[config.mk]
export PLATFORM = sky130hd
export DESIGN_NAME = mul_div_unit
export DESIGN_NICKNAME = d
export VERILOG_FILES = /design/src/rtl/mul_div_unit.sv
export SDC_FILE = /design/constraint.sdc
export NUM_CORES = 1
export LEC_CHECK = 0
export CELL_PAD_IN_SITES_DETAIL_PLACEMENT = 1
export CELL_PAD_IN_SITES_GLOBAL_PLACEMENT = 2
export CORE_MARGIN = 2
export CORE_UTILIZATION = 31
export DETAILED_ROUTE_END_ITERATION = 12
export GPL_ROUTABILITY_DRIVEN = 0
export PLACE_DENSITY_LB_ADDON = 0.1
export SLEW_MARGIN = 20
export SYNTH_ARGS = -nofsm -noshare
export SYNTH_HDL_FRONTEND = slang
export SYNTH_SLANG_ARGS = --single-unit
[constraint.sdc]
create_clock -name clk -period 2.9 [get_ports clk]
set_clock_uncertainty 0.05 [all_clocks]
set_input_delay 0.29 -clock clk [delete_from_list [all_inputs] [get_ports clk]]
set_output_delay 0.29 -clock clk [all_outputs]
set_load 0.005 [all_outputs]
[src/rtl/mul_div_unit.sv]
// Iterative multiply/divide unit owning the HI/LO registers.
// MULT/MULTU via shift-add, DIV/DIVU via restoring division, one bit per cycle.
module mul_div_unit #(
  parameter int unsigned WIDTH = 32,
  parameter int unsigned CNT_W = 6
) (
  input  logic             clk,
  input  logic             rst,
  input  logic             start,
  input  logic [1:0]       op,
  input  logic [WIDTH-1:0] a,
  input  logic [WIDTH-1:0] b,
  input  logic             wr_hi,
  input  logic             wr_lo,
  input  logic [WIDTH-1:0] wr_data,
  output logic             busy,
  output logic             done,
  output logic             div_by_zero,
  output logic [WIDTH-1:0] hi,
  output logic [WIDTH-1:0] lo
);

  localparam int unsigned W2 = 2 * WIDTH;

  typedef enum logic [1:0] {IDLE = 2'd0, CALC = 2'd1, FIXUP = 2'd2} state_t;

  state_t             state;
  logic [CNT_W-1:0]   cnt;
  logic               is_div;
  logic               sign_a;
  logic               sign_b;
  logic               b_zero;
  logic [WIDTH-1:0]   a_raw;
  logic [WIDTH-1:0]   d;
  logic [W2-1:0]      acc;

  logic               sgn_op;
  logic [WIDTH-1:0]   abs_a;
  logic [WIDTH-1:0]   abs_b;
  logic [WIDTH:0]     mul_sum;
  logic [WIDTH:0]     div_up;
  logic [WIDTH:0]     div_diff;
  logic               div_ge;
  logic [W2-1:0]      acc_step;
  logic [W2-1:0]      prod_fix;
  logic [WIDTH-1:0]   quo;
  logic [WIDTH-1:0]   rem;
  logic [WIDTH-1:0]   quo_fix;
  logic [WIDTH-1:0]   rem_fix;

  // Operand magnitudes; only signed ops take the absolute value.
  always_comb begin
    sgn_op = op[0];
    abs_a  = (sgn_op && a[WIDTH-1]) ? -a : a;
    abs_b  = (sgn_op && b[WIDTH-1]) ? -b : b;
  end

  // One iteration step plus the sign-corrected final results.
  always_comb begin
    mul_sum  = {1'b0, acc[W2-1:WIDTH]} + {1'b0, (acc[0] ? d : {WIDTH{1'b0}})};
    div_up   = acc[W2-1:WIDTH-1];
    div_diff = div_up - {1'b0, d};
    div_ge   = (div_up >= {1'b0, d});
    if (is_div) begin
      acc_step = {(div_ge ? WIDTH'(div_diff) : WIDTH'(div_up)), acc[WIDTH-2:0], div_ge};
    end else begin
      acc_step = {mul_sum, acc[WIDTH-1:1]};
    end
    quo      = acc[WIDTH-1:0];
    rem      = acc[W2-1:WIDTH];
    prod_fix = (sign_a ^ sign_b) ? -acc : acc;
    quo_fix  = (sign_a ^ sign_b) ? -quo : quo;
    rem_fix  = sign_a ? -rem : rem;
  end

  always_ff @(posedge clk) begin
    if (rst) begin
      state       <= IDLE;
      cnt         <= '0;
      is_div      <= 1'b0;
      sign_a      <= 1'b0;
      sign_b      <= 1'b0;
      b_zero      <= 1'b0;
      a_raw       <= '0;
      d           <= '0;
      acc         <= '0;
      busy        <= 1'b0;
      done        <= 1'b0;
      div_by_zero <= 1'b0;
      hi          <= '0;
      lo          <= '0;
    end else begin
      done        <= 1'b0;
      div_by_zero <= 1'b0;
      case (state)
        IDLE: begin
          if (start) begin
            is_div <= op[1];
            sign_a <= sgn_op & a[WIDTH-1];
            sign_b <= sgn_op & b[WIDTH-1];
            b_zero <= (b == '0);
            a_raw  <= a;
            d      <= op[1] ? abs_b : abs_a;
            acc    <= {{WIDTH{1'b0}}, (op[1] ? abs_a : abs_b)};
            cnt    <= CNT_W'(WIDTH - 1);
            busy   <= 1'b1;
            state  <= CALC;
          end else begin
            // MTHI/MTLO only land while idle with no launch pending.
            if (wr_hi) hi <= wr_data;
            if (wr_lo) lo <= wr_data;
          end
        end
        CALC: begin
          acc <= acc_step;
          if (cnt == '0) state <= FIXUP;
          else           cnt   <= cnt - CNT_W'(1);
        end
        FIXUP: begin
          state <= IDLE;
          busy  <= 1'b0;
          done  <= 1'b1;
          if (!is_div) begin
            hi <= prod_fix[W2-1:WIDTH];
            lo <= prod_fix[WIDTH-1:0];
          end else if (b_zero) begin
            hi          <= a_raw;
            lo          <= '1;
            div_by_zero <= 1'b1;
          end else begin
            hi <= rem_fix;
            lo <= quo_fix;
          end
        end
        default: state <= IDLE;
      endcase
    end
  end

endmodule

==> summary.txt, run 1 <==
Critical path
  • CP top delay family: compound AO/OA/AOI/OAI gates
  • Crit path launch type: flop
  • Worst path max stage delay: 0.38 ns
  • Req. time, crit path: ~3.3 ns
  • CP Capture Type: flop
  • CP Class: reg -> reg
  • FF-to-FF End: acc[59]
  • Crit Path Max Fanout: 6
  • Crit-path cells: inv_8 -> buf_12 -> nor2_4 -> ha_4 -> a21o_1 -> or3_4 -> o2111ai_4 -> nand4b_1 -> a221oi_2 -> buf_4 -> o21ai_2 -> a21boi_1 -> o32a_1 -> a21oi_1
  • Worst path slowest cell: dfxtp_4
  • Worst reg2reg startpoint: acc[0]
  • R2R depth: 14
  • Flop-to-flop setup slack: -0.17 ns
  • Critical path buffer and inverter count: 3
  • Critical Path AT: 3.48 ns

Route
  • Drt wl/cell: about 26 microns
  • Initial DRC count: 1,586
  • Via count: around 20,000
  • Post-DRT Antenna Nets: 0
  • Pre-antenna DRT Iters: 5
  • Vias/cell: 5.70
  • DR DRC count: 0
  • Routed WL: roughly 90,000 microns

Global routing
  • Antenna violations before repair: 5
  • Pin count of the biggest net entering global routing: 63
  • First-pass GRT wire length: 134,000 microns
  • Total track usage: 31.3%
  • Number of global-route vias before repair: 20,622
  • GRT overflow: 0

Power
  • Sequential share of power: 25.2%
  • Max rail drop VDD: 444 uV
  • Power Density: 550 mW/mm^2
  • Psw: 0.00557 W
  • Final Power: 0.0139 W
  • Gate power share: 47.3%
  • Pint: 0.00831 W
  • Clock power share: 27.5%
  • Switching share of power: 40.1%
  • Leak: 10.3 nW

Place
  • DP Wirelength: 71,500 microns
  • PortBufs: 169

Floorplanning
  • Die height: 238 microns
  • Io pins: between 150 and 200
  • Chip Width: 238 microns
  • Initial core utilization: around a third
  • Area of the die: 0.0567 sq mm
  • Row Count: 85
  • Core area: 0.0540 sq mm

Synthesis
  • Synth top area cells: dfxtp_1, mux2i_1, a21oi_1
  • Synth Flop Type: dfxtp_1
  • Top-count cell post-synth: nand2_1
  • Synth top area share: 24.4%
  • Syn Inst Count: 2,308
  • Ys Warns: 0
  • Largest area contributor in the netlist: dfxtp_1
  • #FFs+latches synth: 207
  • Number of flops mapped to enable cells by yosys: 0
  • Mean Syn Cell Area: 7.36 sq um
  • Net count after synthesis: 2,483
  • Register area share after synthesis: around a quarter
  • Async SR Flop Fraction: 0%
  • Post-synth cell types: a little over 80
  • Top cells by count, synth: nand2_1, nor2_1, a21oi_1
  • Cell Area, Synth: 0.0170 sq mm

Clock network
  • Skew-Pair Late Insertion Delay: 0.62 ns
  • Clock sinks: 207
  • Clock buffer depth: 3
  • Root Buffer: clkbuf_16
  • CTS HTree Levels: 1
  • Clock transition at path regs: 0.06 ns
  • CTS Hold Bufs: 0
  • CTS tree: yes
  • Cts bufs inserted: 28

STA
  • Max-slew headroom: between 30% and 40%
  • Worst Max-Slew Pin Slew: just over 1 ns
  • Final slew viol count: 0
  • Hold Violations, Final: 0
  • Period minus WS final: 3.07 ns
  • Final worst setup slack: -0.174 ns
  • Setup violations, final: 20
  • Crit share post-route: 106%
  • RSZ-0062 raised after global routing: true
  • Fmax: roughly 0.33 GHz

Cells and area
  • Layout cells sized above 1: 29.0%
  • Final Util: 46.7%
  • Syn-to-layout area delta: 48.6%
  • Final layout net count: approximately 3,000

Outcome
  • Violated checks: setup timing
  • Status: complete, but fails checks

Worst hold path
  • Worst Hold End: state[0]
  • Min-Delay Path Depth: 2
  • Hold WC Path Type: in -> reg
  • Min-delay src: rst

Run
  • Max-cap violations: 0
metrics by stage:
stage	instance area [sq um]	setup WS, ns	TNS [ns]	hold slack [ns]	instances
after floorplan	17000	0.0187	0	0.376	2308
after global placement	22500	-0.505	-17.74	0.400	3443
after detailed placement	22500	-0.568	-21.66	0.403	3443
after CTS	24600	-0.128	-0.796	0.114	3532
after global routing	25200	-0.272	-3.98	0.171	3549
final	25200	-0.174	-1.59	0.159	3551
placed cells by master (no fill, tap or decap), types with 11 or more instances in the layout:
cell type / count
a211oi_1: 44
a21o_1: 27
a21oi_1: 191
a21oi_2: 20
a221oi_1: 34
a22oi_1: 17
a31oi_1: 48
and2_1: 21
buf_12: 19
buf_4: 459
buf_6: 21
clkbuf_16: 28
clkdlybuf4s50_1: 167
dfxtp_1: 182
dfxtp_2: 23
ha_1: 44
ha_4: 21
inv_1: 52
inv_2: 12
mux2_2: 23
mux2i_1: 107
nand2_1: 268
nand2b_1: 14
nand3_1: 32
nand4_1: 18
nor2_1: 209
nor2_2: 15
nor3_1: 45
nor4_1: 15
o211ai_1: 18
o21ai_0: 97
o21ai_1: 26
o21ai_2: 18
o22ai_1: 16
o31ai_1: 19
or3_1: 11
xnor2_1: 102
xor2_1: 79
metal layers:
layer / track usage, % / up-vias / share of wire, %
li1: - / 9379 / -
met1: 42.1 / 10097 / 44
met2: 52.1 / 636 / 47
met3: 3.70 / 136 / 6.1
met4: 10.2 / 4 / 3.4
met5: 0 / - / 0.045
final cells by class:
class                   instances  area [sq um]
diodes                          3          7.51
clock buffers                  39           812
clock inverters                13           185
fillers                      6488         28800
inverters                      68           270
multi-input cells            1857         13200
flip-flops and latches        207          4180
well taps                     696           871
repair buffers                668          5770
logic make-up after synthesis:
kind of cell	count (synthesis)	synth area share, %
AND/OR/NAND/NOR	761	20.8
AO/OA/AOI/OAI	699	26.1
buffers and inverters	244	5.48
flip-flops	207	24.4
XOR/XNOR	189	9.74
multiplexers	136	8.19
adder cells (fa/ha/maj)	72	5.39
worst register-to-register path, stage by stage (launching register included):
cell and delay [ns]:
dfxtp_4 0.38, inv_8 0.06, buf_12 0.14, nor2_4 0.10, ha_4 0.20, a21o_1 0.18, or3_4 0.36, o2111ai_4 0.23
nand4b_1 0.21, a221oi_2 0.36, buf_4 0.21, o21ai_2 0.07, a21boi_1 0.18, o32a_1 0.16, a21oi_1 0.06
power by group through the flow:
| stage | registers (W) | clock network (W) | logic [W] |
|---|---|---|---|
| global route | 0.00352 | 0.00398 | 0.00698 |
| CTS | 0.00347 | 0.00387 | 0.00621 |
| detailed placement | 0.00352 | 0 | 0.00567 |
| global placement | 0.00351 | 0 | 0.00560 |
| finish | 0.00349 | 0.00382 | 0.00657 |
| floorplan | 0.00339 | 0 | 0.00294 |
state kept, by name, summed over array words and instances (netlist names):
register and cells:
state 2, div_by_zero 1, hi 32, is_div 1
b_zero 1, cnt 6, lo 32, sign_a 1
busy 1, sign_b 1, done 1, d 32
acc 64, a_raw 32
how the worst max path moves through the flow:
stage | from | end | slack [ns] | cells past startpoint
after floorplan | acc[0] | acc[55] | 0.02 | 13
after global placement | b[17] | acc[31] | -0.51 | 12
after detailed placement | b[17] | acc[31] | -0.57 | 12
after CTS | acc[21] | hi[14] | -0.13 | 8
after global routing | acc[0] | acc[55] | -0.27 | 14
final | acc[0] | acc[59] | -0.17 | 14
repair_timing:
item | 4_1_cts | 5_1_grt
hold endpoints to repair | 0 | 0
gates cloned | 2 | 0
pin swaps | 67 | 117
endpoints found under the setup margin | 58 | 69
resized for setup | 194 | 143
setup buffers | 36 | 21
Power figures use the tool's default switching activity.
==> run 2, diff against run 1 <==
MAX_ROUTING_LAYER = met4   (was unset)
==> summary.txt, run 2 (synthesis gave the netlist of run 1 again) <==
Route
  • Drt wl/cell: 25.7 microns (about the same)
  • Vias/cell: 5.70 (about the same)
  • Post-DRT Antenna Nets: 0 (unchanged)
  • Pre-antenna DRT Iters: 7 (was 5)
  • DR DRC count: 0 (unchanged)
  • Routed WL: 91,100 microns (was 91,200 microns)
  • Initial DRC count: 1,604 (was 1,586)
  • Via count: 20,247 (was 20,252)

Power
  • Clock power share: 27.6% (was 27.5%)
  • Switching share of power: 40.2% (was 40.1%)
  • Power Density: 550 mW/mm^2 (about the same)
  • Max rail drop VDD: 446 uV (was 444 uV)
  • Leak: 10.3 nW (about the same)
  • Pint: 0.00829 W (was 0.00831 W)
  • Final Power: 0.0139 W (about the same)
  • Gate power share: 47.2% (was 47.3%)
  • Psw: 0.00558 W (was 0.00557 W)
  • Sequential share of power: 25.2% (about the same)

Cells and area
  • Flip-flop count of the largest register after layout: 64 (unchanged)
  • Most frequent cells in the layout: buf_4, nand2_1, nor2_1 (unchanged)
  • Final layout net count: 3,006 (was 3,005)
  • Syn-to-layout area delta: 48.5% (was 48.6%)
  • Layout cells sized above 1: 28.7% (was 29.0%)
  • Top reg by flops: acc (unchanged)
  • Fin area: 0.0252 sq mm (about the same)
  • Commonest non-fill, non-tap cell in the layout: buf_4 (unchanged)

Clock network
  • Clock sinks: 207 (unchanged)
  • Clock transition at path regs: 0.06 ns (about the same)
  • CTS HTree Levels: 1 (unchanged)
  • Root Buffer: clkbuf_16 (unchanged)
  • Clock buffer depth: 3 (unchanged)
  • CTS tree: yes (unchanged)
  • Cts bufs inserted: 28 (unchanged)
  • Skew-Pair Late Insertion Delay: 0.63 ns (was 0.62 ns)

Global routing
  • Number of global-route vias before repair: 20,624 (was 20,622)
  • First-pass GRT wire length: 134,000 microns (about the same)
  • GRT overflow: 0 (unchanged)
  • Pin count of the biggest net entering global routing: 63 (unchanged)
  • Antenna violations before repair: 5 (unchanged)
  • Total track usage: 32.2% (was 31.3%)

Critical path
  • Crit Path Max Fanout: 6 (unchanged)
  • Req. time, crit path: 3.31 ns (was 3.30 ns)
  • Critical Path AT: 3.50 ns (was 3.48 ns)
  • Crit path launch type: flop (unchanged)
  • Flop-to-flop setup slack: -0.20 ns (was -0.17 ns)
  • CP Capture Type: flop (unchanged)
  • CP Class: reg -> reg (unchanged)

Floorplanning
  • Core area: 0.0540 sq mm (unchanged)
  • Area of the die: 0.0567 sq mm (unchanged)
  • Chip Width: 238 microns (unchanged)
  • Io pins: 170 (unchanged)
  • Die height: 238 microns (unchanged)
  • Row Count: 85 (unchanged)
  • Initial core utilization: 31.4% (unchanged)

Outcome
  • Status: complete, but fails checks (unchanged)
  • Violated checks: setup timing (unchanged)

STA
  • Worst Max-Slew Pin Slew: 1.01 ns (about the same)
  • Setup violations, final: 24 (was 20)
  • Fin Hold WS: 0.144 ns (was 0.159 ns)
  • Crit share post-route: 107% (was 106%)
  • RSZ-0062 raised after global routing: true (unchanged)
  • Hold Violations, Final: 0 (unchanged)
  • Final worst setup slack: -0.197 ns (was -0.174 ns)
  • Final slew viol count: 0 (unchanged)
  • Max-slew headroom: 32.2% (was 32.1%)
  • Fmax: 0.323 GHz (was 0.325 GHz)
  • Period minus WS final: 3.10 ns (was 3.07 ns)

Place
  • DP Wirelength: 71,500 microns (unchanged)
  • Placed cell area: 0.0225 sq mm (unchanged)
  • PortBufs: 169 (unchanged)
  • Post-Place Setup Slack: -0.568 ns (unchanged)

Worst hold path
  • Hold WC Path Type: in -> reg (unchanged)

Run
  • Max-cap violations: 0 (unchanged)
## run 2: area by class of cell
class                           instances  area [sq um]
Fill cell                            6494         28800
Clock inverter                         13           185
Clock buffer                           39           812
Multi-Input combinational cell       1857         13100
Sequential cell                       207          4180
Tap cell                              696           871
Antenna cell                            3          7.51
Inverter                               68           274
Timing Repair Buffer                  669          5790
## run 2: worst paths after layout
| path | to | depth (start not counted) | start |
|---|---|---|---|
| max | acc[59] | 14 | acc[0] |
| min | state[0] | 2 | rst |
| max reg2reg | acc[59] | 14 | acc[0] |
| min reg2reg | a_raw[0] | 2 | a_raw[0] |
## run 2: power groups by stage
stage / Clock [W] / Combinational [W] / Sequential [W]
finish: 0.00383 / 0.00655 / 0.00349
global route: 0.00398 / 0.00695 / 0.00352
detailed placement: 0 / 0.00567 / 0.00352
CTS: 0.00387 / 0.00621 / 0.00347
global placement: 0 / 0.00560 / 0.00351
floorplan: 0 / 0.00294 / 0.00339
## run 2: stage by stage
stage | instances | util, % | TNS [ns]
6_report | 3552 | 46.7 | -1.99
5_1_grt | 3552 | 46.7 | -4.69
4_1_cts | 3532 | 45.5 | -0.796
3_5_place_dp | 3443 | 41.6 | -21.66
3_3_place_gp | 3443 | 41.6 | -17.74
2_1_floorplan | 2308 | - | 0
## run 2: worst max-delay path: stages (launching register included)
cell	delay (ns)
dfxtp_4	0.38
inv_8	0.05
buf_12	0.14
nor2_4	0.09
ha_4	0.20
a21o_1	0.18
or3_4	0.37
o2111ai_4	0.23
nand4b_1	0.21
a221oi_2	0.35
buf_4	0.22
o21ai_4	0.06
a21boi_1	0.19
o32a_1	0.17
a21oi_1	0.06
## run 2: what timing repair did
item,4_1_cts,5_1_grt
gates resized for setup,194,132
setup buffers,36,21
pin swaps,67,120
setup endpoints to repair,58,69
hold buffers,0,0
cloned,2,0
## run 2: layer usage
metal / routed length, microns / global-route usage (%) / up-vias
li1: - / - / 9384
met1: 40400 / 42.0 / 10057
met2: 42400 / 52.2 / 661
met3: 5310 / 3.93 / 145
met4: 3100 / 9.83 / 0
met5: 0 / - / -
==> run 3, diff against run 2 <==
CORE_MARGIN = unset   (was 2)
PLACE_DENSITY = 0.88   (was unset)
PLACE_DENSITY_LB_ADDON = unset   (was 0.1)
clock period = 2.67 ns   (was 2.9 ns; I/O delays follow)
==> summary.txt, run 3 (synthesis gave the netlist of run 1 again) <==
Outcome
  • Status: complete, but fails checks (unchanged)
  • Violated checks: setup timing (unchanged)

Clock network
  • Cts bufs inserted: 25 (was 28)
  • CTS Hold Bufs: 0 (unchanged)
  • Clock sinks: 207 (unchanged)
  • Clock buffer depth: 3 (unchanged)
  • CTS HTree Levels: 1 (unchanged)
  • Clock transition at path regs: 0.06 ns (about the same)
  • Root Buffer: clkbuf_16 (unchanged)
  • CTS tree: yes (unchanged)
  • Skew-Pair Late Insertion Delay: 0.57 ns (was 0.63 ns)

Critical path
  • R2R depth: 12 (was 14)
  • Critical Path AT: 3.57 ns (was 3.50 ns)
  • Most Frequent Cell on Critical Path: o21ai_1
  • CP Class: reg -> reg (unchanged)
  • CP Capture Type: flop (unchanged)
  • Flop-to-flop setup slack: -0.52 ns (was -0.20 ns)
  • Worst reg2reg startpoint: acc[0] (unchanged)
  • Crit-path cells: inv_4 -> nor2_2 -> ha_1 -> a21oi_2 -> o21ai_1 -> a221oi_2 -> nand2_2 -> a211oi_4 -> nor2_1 -> or3_1 -> a32oi_1 -> o21ai_1 (was inv_8 -> buf_12 -> nor2_4 -> ha_4 -> a21o_1 -> or3_4 -> o2111ai_4 -> nand4b_1 -> a221oi_2 -> buf_4 -> o21ai_4 -> a21boi_1 -> o32a_1 -> a21oi_1)
  • Worst path slowest cell: a221oi_2 (was dfxtp_4)
  • Worst path max stage delay: 0.44 ns (was 0.38 ns)
  • Crit Path Max Fanout: 6 (unchanged)
  • Req. time, crit path: 3.06 ns (was 3.31 ns)
  • FF-to-FF End: acc[60] (was acc[59])
  • Crit path launch type: flop (unchanged)

Global routing
  • GR Layer Usage met2: 51.6% (was 52.2%)
  • Total track usage: 32.3% (was 32.2%)
  • Grt peak-use layer: met2 (unchanged)
  • GRT overflow: 0 (unchanged)
  • Global routing usage on met3: 4.13% (was 3.93%)
  • Pin count of the biggest net entering global routing: 111 (was 63)
  • GRT met1 Usage: 39.9% (was 42.0%)
  • Number of global-route vias before repair: 21,987 (was 20,624)
  • Antenna violations before repair: 4 (was 5)
  • First-pass GRT wire length: 136,000 microns (was 134,000 microns)

Cells and area
  • Top reg by flops: acc (unchanged)
  • Syn-to-layout area delta: 57.1% (was 48.5%)
  • Flip-flop count of the largest register after layout: 64 (unchanged)
  • Commonest non-fill, non-tap cell in the layout: buf_4 (unchanged)
  • Most frequent cells in the layout: buf_4, nand2_1, nor2_1 (unchanged)
  • Final layout net count: 3,066 (was 3,006)
  • Layout cells sized above 1: 34.4% (was 28.7%)

Route
  • Post-DRT Antenna Nets: 0 (unchanged)
  • Via count: 22,038 (was 20,247)
  • Initial DRC count: 2,139 (was 1,604)
  • DR DRC count: 0 (unchanged)
  • Pre-antenna DRT Iters: 6 (was 7)
  • Routed WL: 99,300 microns (was 91,100 microns)
  • Vias/cell: 6.11 (was 5.70)
  • Drt wl/cell: 27.5 microns (was 25.7 microns)

Floorplanning
  • Row Count: 85 (unchanged)
  • Io pins: 170 (unchanged)
  • Die height: 236 microns (was 238 microns)
  • Chip Width: 236 microns (was 238 microns)
  • Area of the die: 0.0558 sq mm (was 0.0567 sq mm)
  • Core area: 0.0540 sq mm (unchanged)
  • Initial core utilization: 31.4% (unchanged)

Power
  • Switching share of power: 40.9% (was 40.2%)
  • Pint: 0.00922 W (was 0.00829 W)
  • Max rail drop VDD: 544 uV (was 446 uV)
  • Leak: 10.8 nW (was 10.3 nW)
  • Clock power share: 24.1% (was 27.6%)
  • Gate power share: 51.4% (was 47.2%)
  • Sequential share of power: 24.5% (was 25.2%)
  • Power Density: 584 mW/mm^2 (was 550 mW/mm^2)
  • Final Power: 0.0156 W (was 0.0139 W)
  • Psw: 0.00637 W (was 0.00558 W)

Place
  • DP Wirelength: 68,800 microns (was 71,500 microns)
  • PortBufs: 169 (unchanged)

STA
  • Max-slew headroom: 43.6% (was 32.2%)
  • Final slew viol count: 0 (unchanged)
  • Hold Violations, Final: 0 (unchanged)
  • Worst Max-Slew Pin Slew: 0.847 ns (was 1.01 ns)
  • Fmax: 0.314 GHz (was 0.323 GHz)
  • Period minus WS final: 3.19 ns (was 3.10 ns)
  • Final worst setup slack: -0.515 ns (was -0.197 ns)
  • Setup violations, final: 61 (was 24)
  • RSZ-0062 raised after global routing: true (unchanged)
  • TNS Setup: -14.23 ns (was -1.99 ns)
  • Crit share post-route: 119% (was 107%)

Worst hold path
  • Min-Delay Path Depth: 2 (unchanged)
  • Worst Hold End: a_raw[10] (was state[0])
  • Hold WC Path Type: in -> reg (unchanged)
  • Min-delay src: rst (unchanged)

Run
  • Max-cap violations: 0 (unchanged)
-- run 3: cell count changes in the layout (fill, tap and decap cells not counted), sizes merged --
cell / change
buf: +62
clkbuf: -4
clkdlybuf4s50: -4
clkinvlp: -4
dlymetal6s2s: +4
clkinv: -3
diode: +2
inv: +2
bufinv: +1
-- run 3: final cells by class --
type	instances	area, sq um
well taps	696	871
clock buffers	35	713
multi-input cells	1857	14100
repair inverters	1	6.26
inverters	68	270
diodes	5	12.5
fillers	6377	27300
clock inverters	8	160
flip-flops and latches	207	4220
repair buffers	731	6330
-- run 3: worst max-delay path by stage --
stage                start  cells after the start  slack (ns)  endpoint
global placement      a[0]                     13       -0.56   acc[18]
global route        acc[0]                     12       -0.54   acc[60]
CTS                 acc[0]                     13       -0.29   acc[60]
finish              acc[0]                     12       -0.52   acc[60]
floorplan           acc[0]                     13       -0.14   acc[55]
detailed placement    a[0]                     13       -0.68   acc[18]
-- run 3: layer usage --
layer / vias to the layer above / wire length, microns
met5: - / 0
met4: 0 / 7330
met3: 423 / 8130
met2: 1256 / 45400
met1: 10861 / 38400
li1: 9498 / -
-- run 3: per-stage QoR --
stage | utilization [%] | area (sq um) | instances | worst slack, ns | hold slack (ns)
after global routing | 49.4 | 26700 | 3607 | -0.535 | 0.101
after detailed placement | 42.7 | 23100 | 3496 | -0.682 | 0.401
after floorplan | - | 17200 | 2308 | -0.138 | 0.353
after CTS | 46.3 | 25000 | 3567 | -0.287 | 0.0664
final | 49.4 | 26700 | 3608 | -0.515 | 0.101
after global placement | 42.7 | 23100 | 3496 | -0.563 | 0.396
-- run 3: worst max-delay path, delay by kind of cell (launching register included) --
| family | cells | cell delay (ns) |
|---|---|---|
| flops | 1 | 0.39 |
| buf+inv | 1 | 0.13 |
| fa+ha+maj | 1 | 0.34 |
| compound gates | 6 | 1.46 |
| simple gates | 4 | 0.68 |
-- run 3: power by group through the flow --
stage | combinational [W] | clock, W | sequential [W]
2_1_floorplan | 0.00328 | 0 | 0.00369
3_3_place_gp | 0.00608 | 0 | 0.00381
3_5_place_dp | 0.00630 | 0 | 0.00383
4_1_cts | 0.00681 | 0.00376 | 0.00378
5_1_grt | 0.00832 | 0.00388 | 0.00383
6_report | 0.00801 | 0.00376 | 0.00382
-- run 3: what timing repair did --
action	4_1_cts	5_1_grt
resized for setup	196	316
endpoints found under the setup margin	72	107
endpoints found under the hold margin	0	0
setup buffers	27	44
gates cloned	1	0
pin swaps	92	148
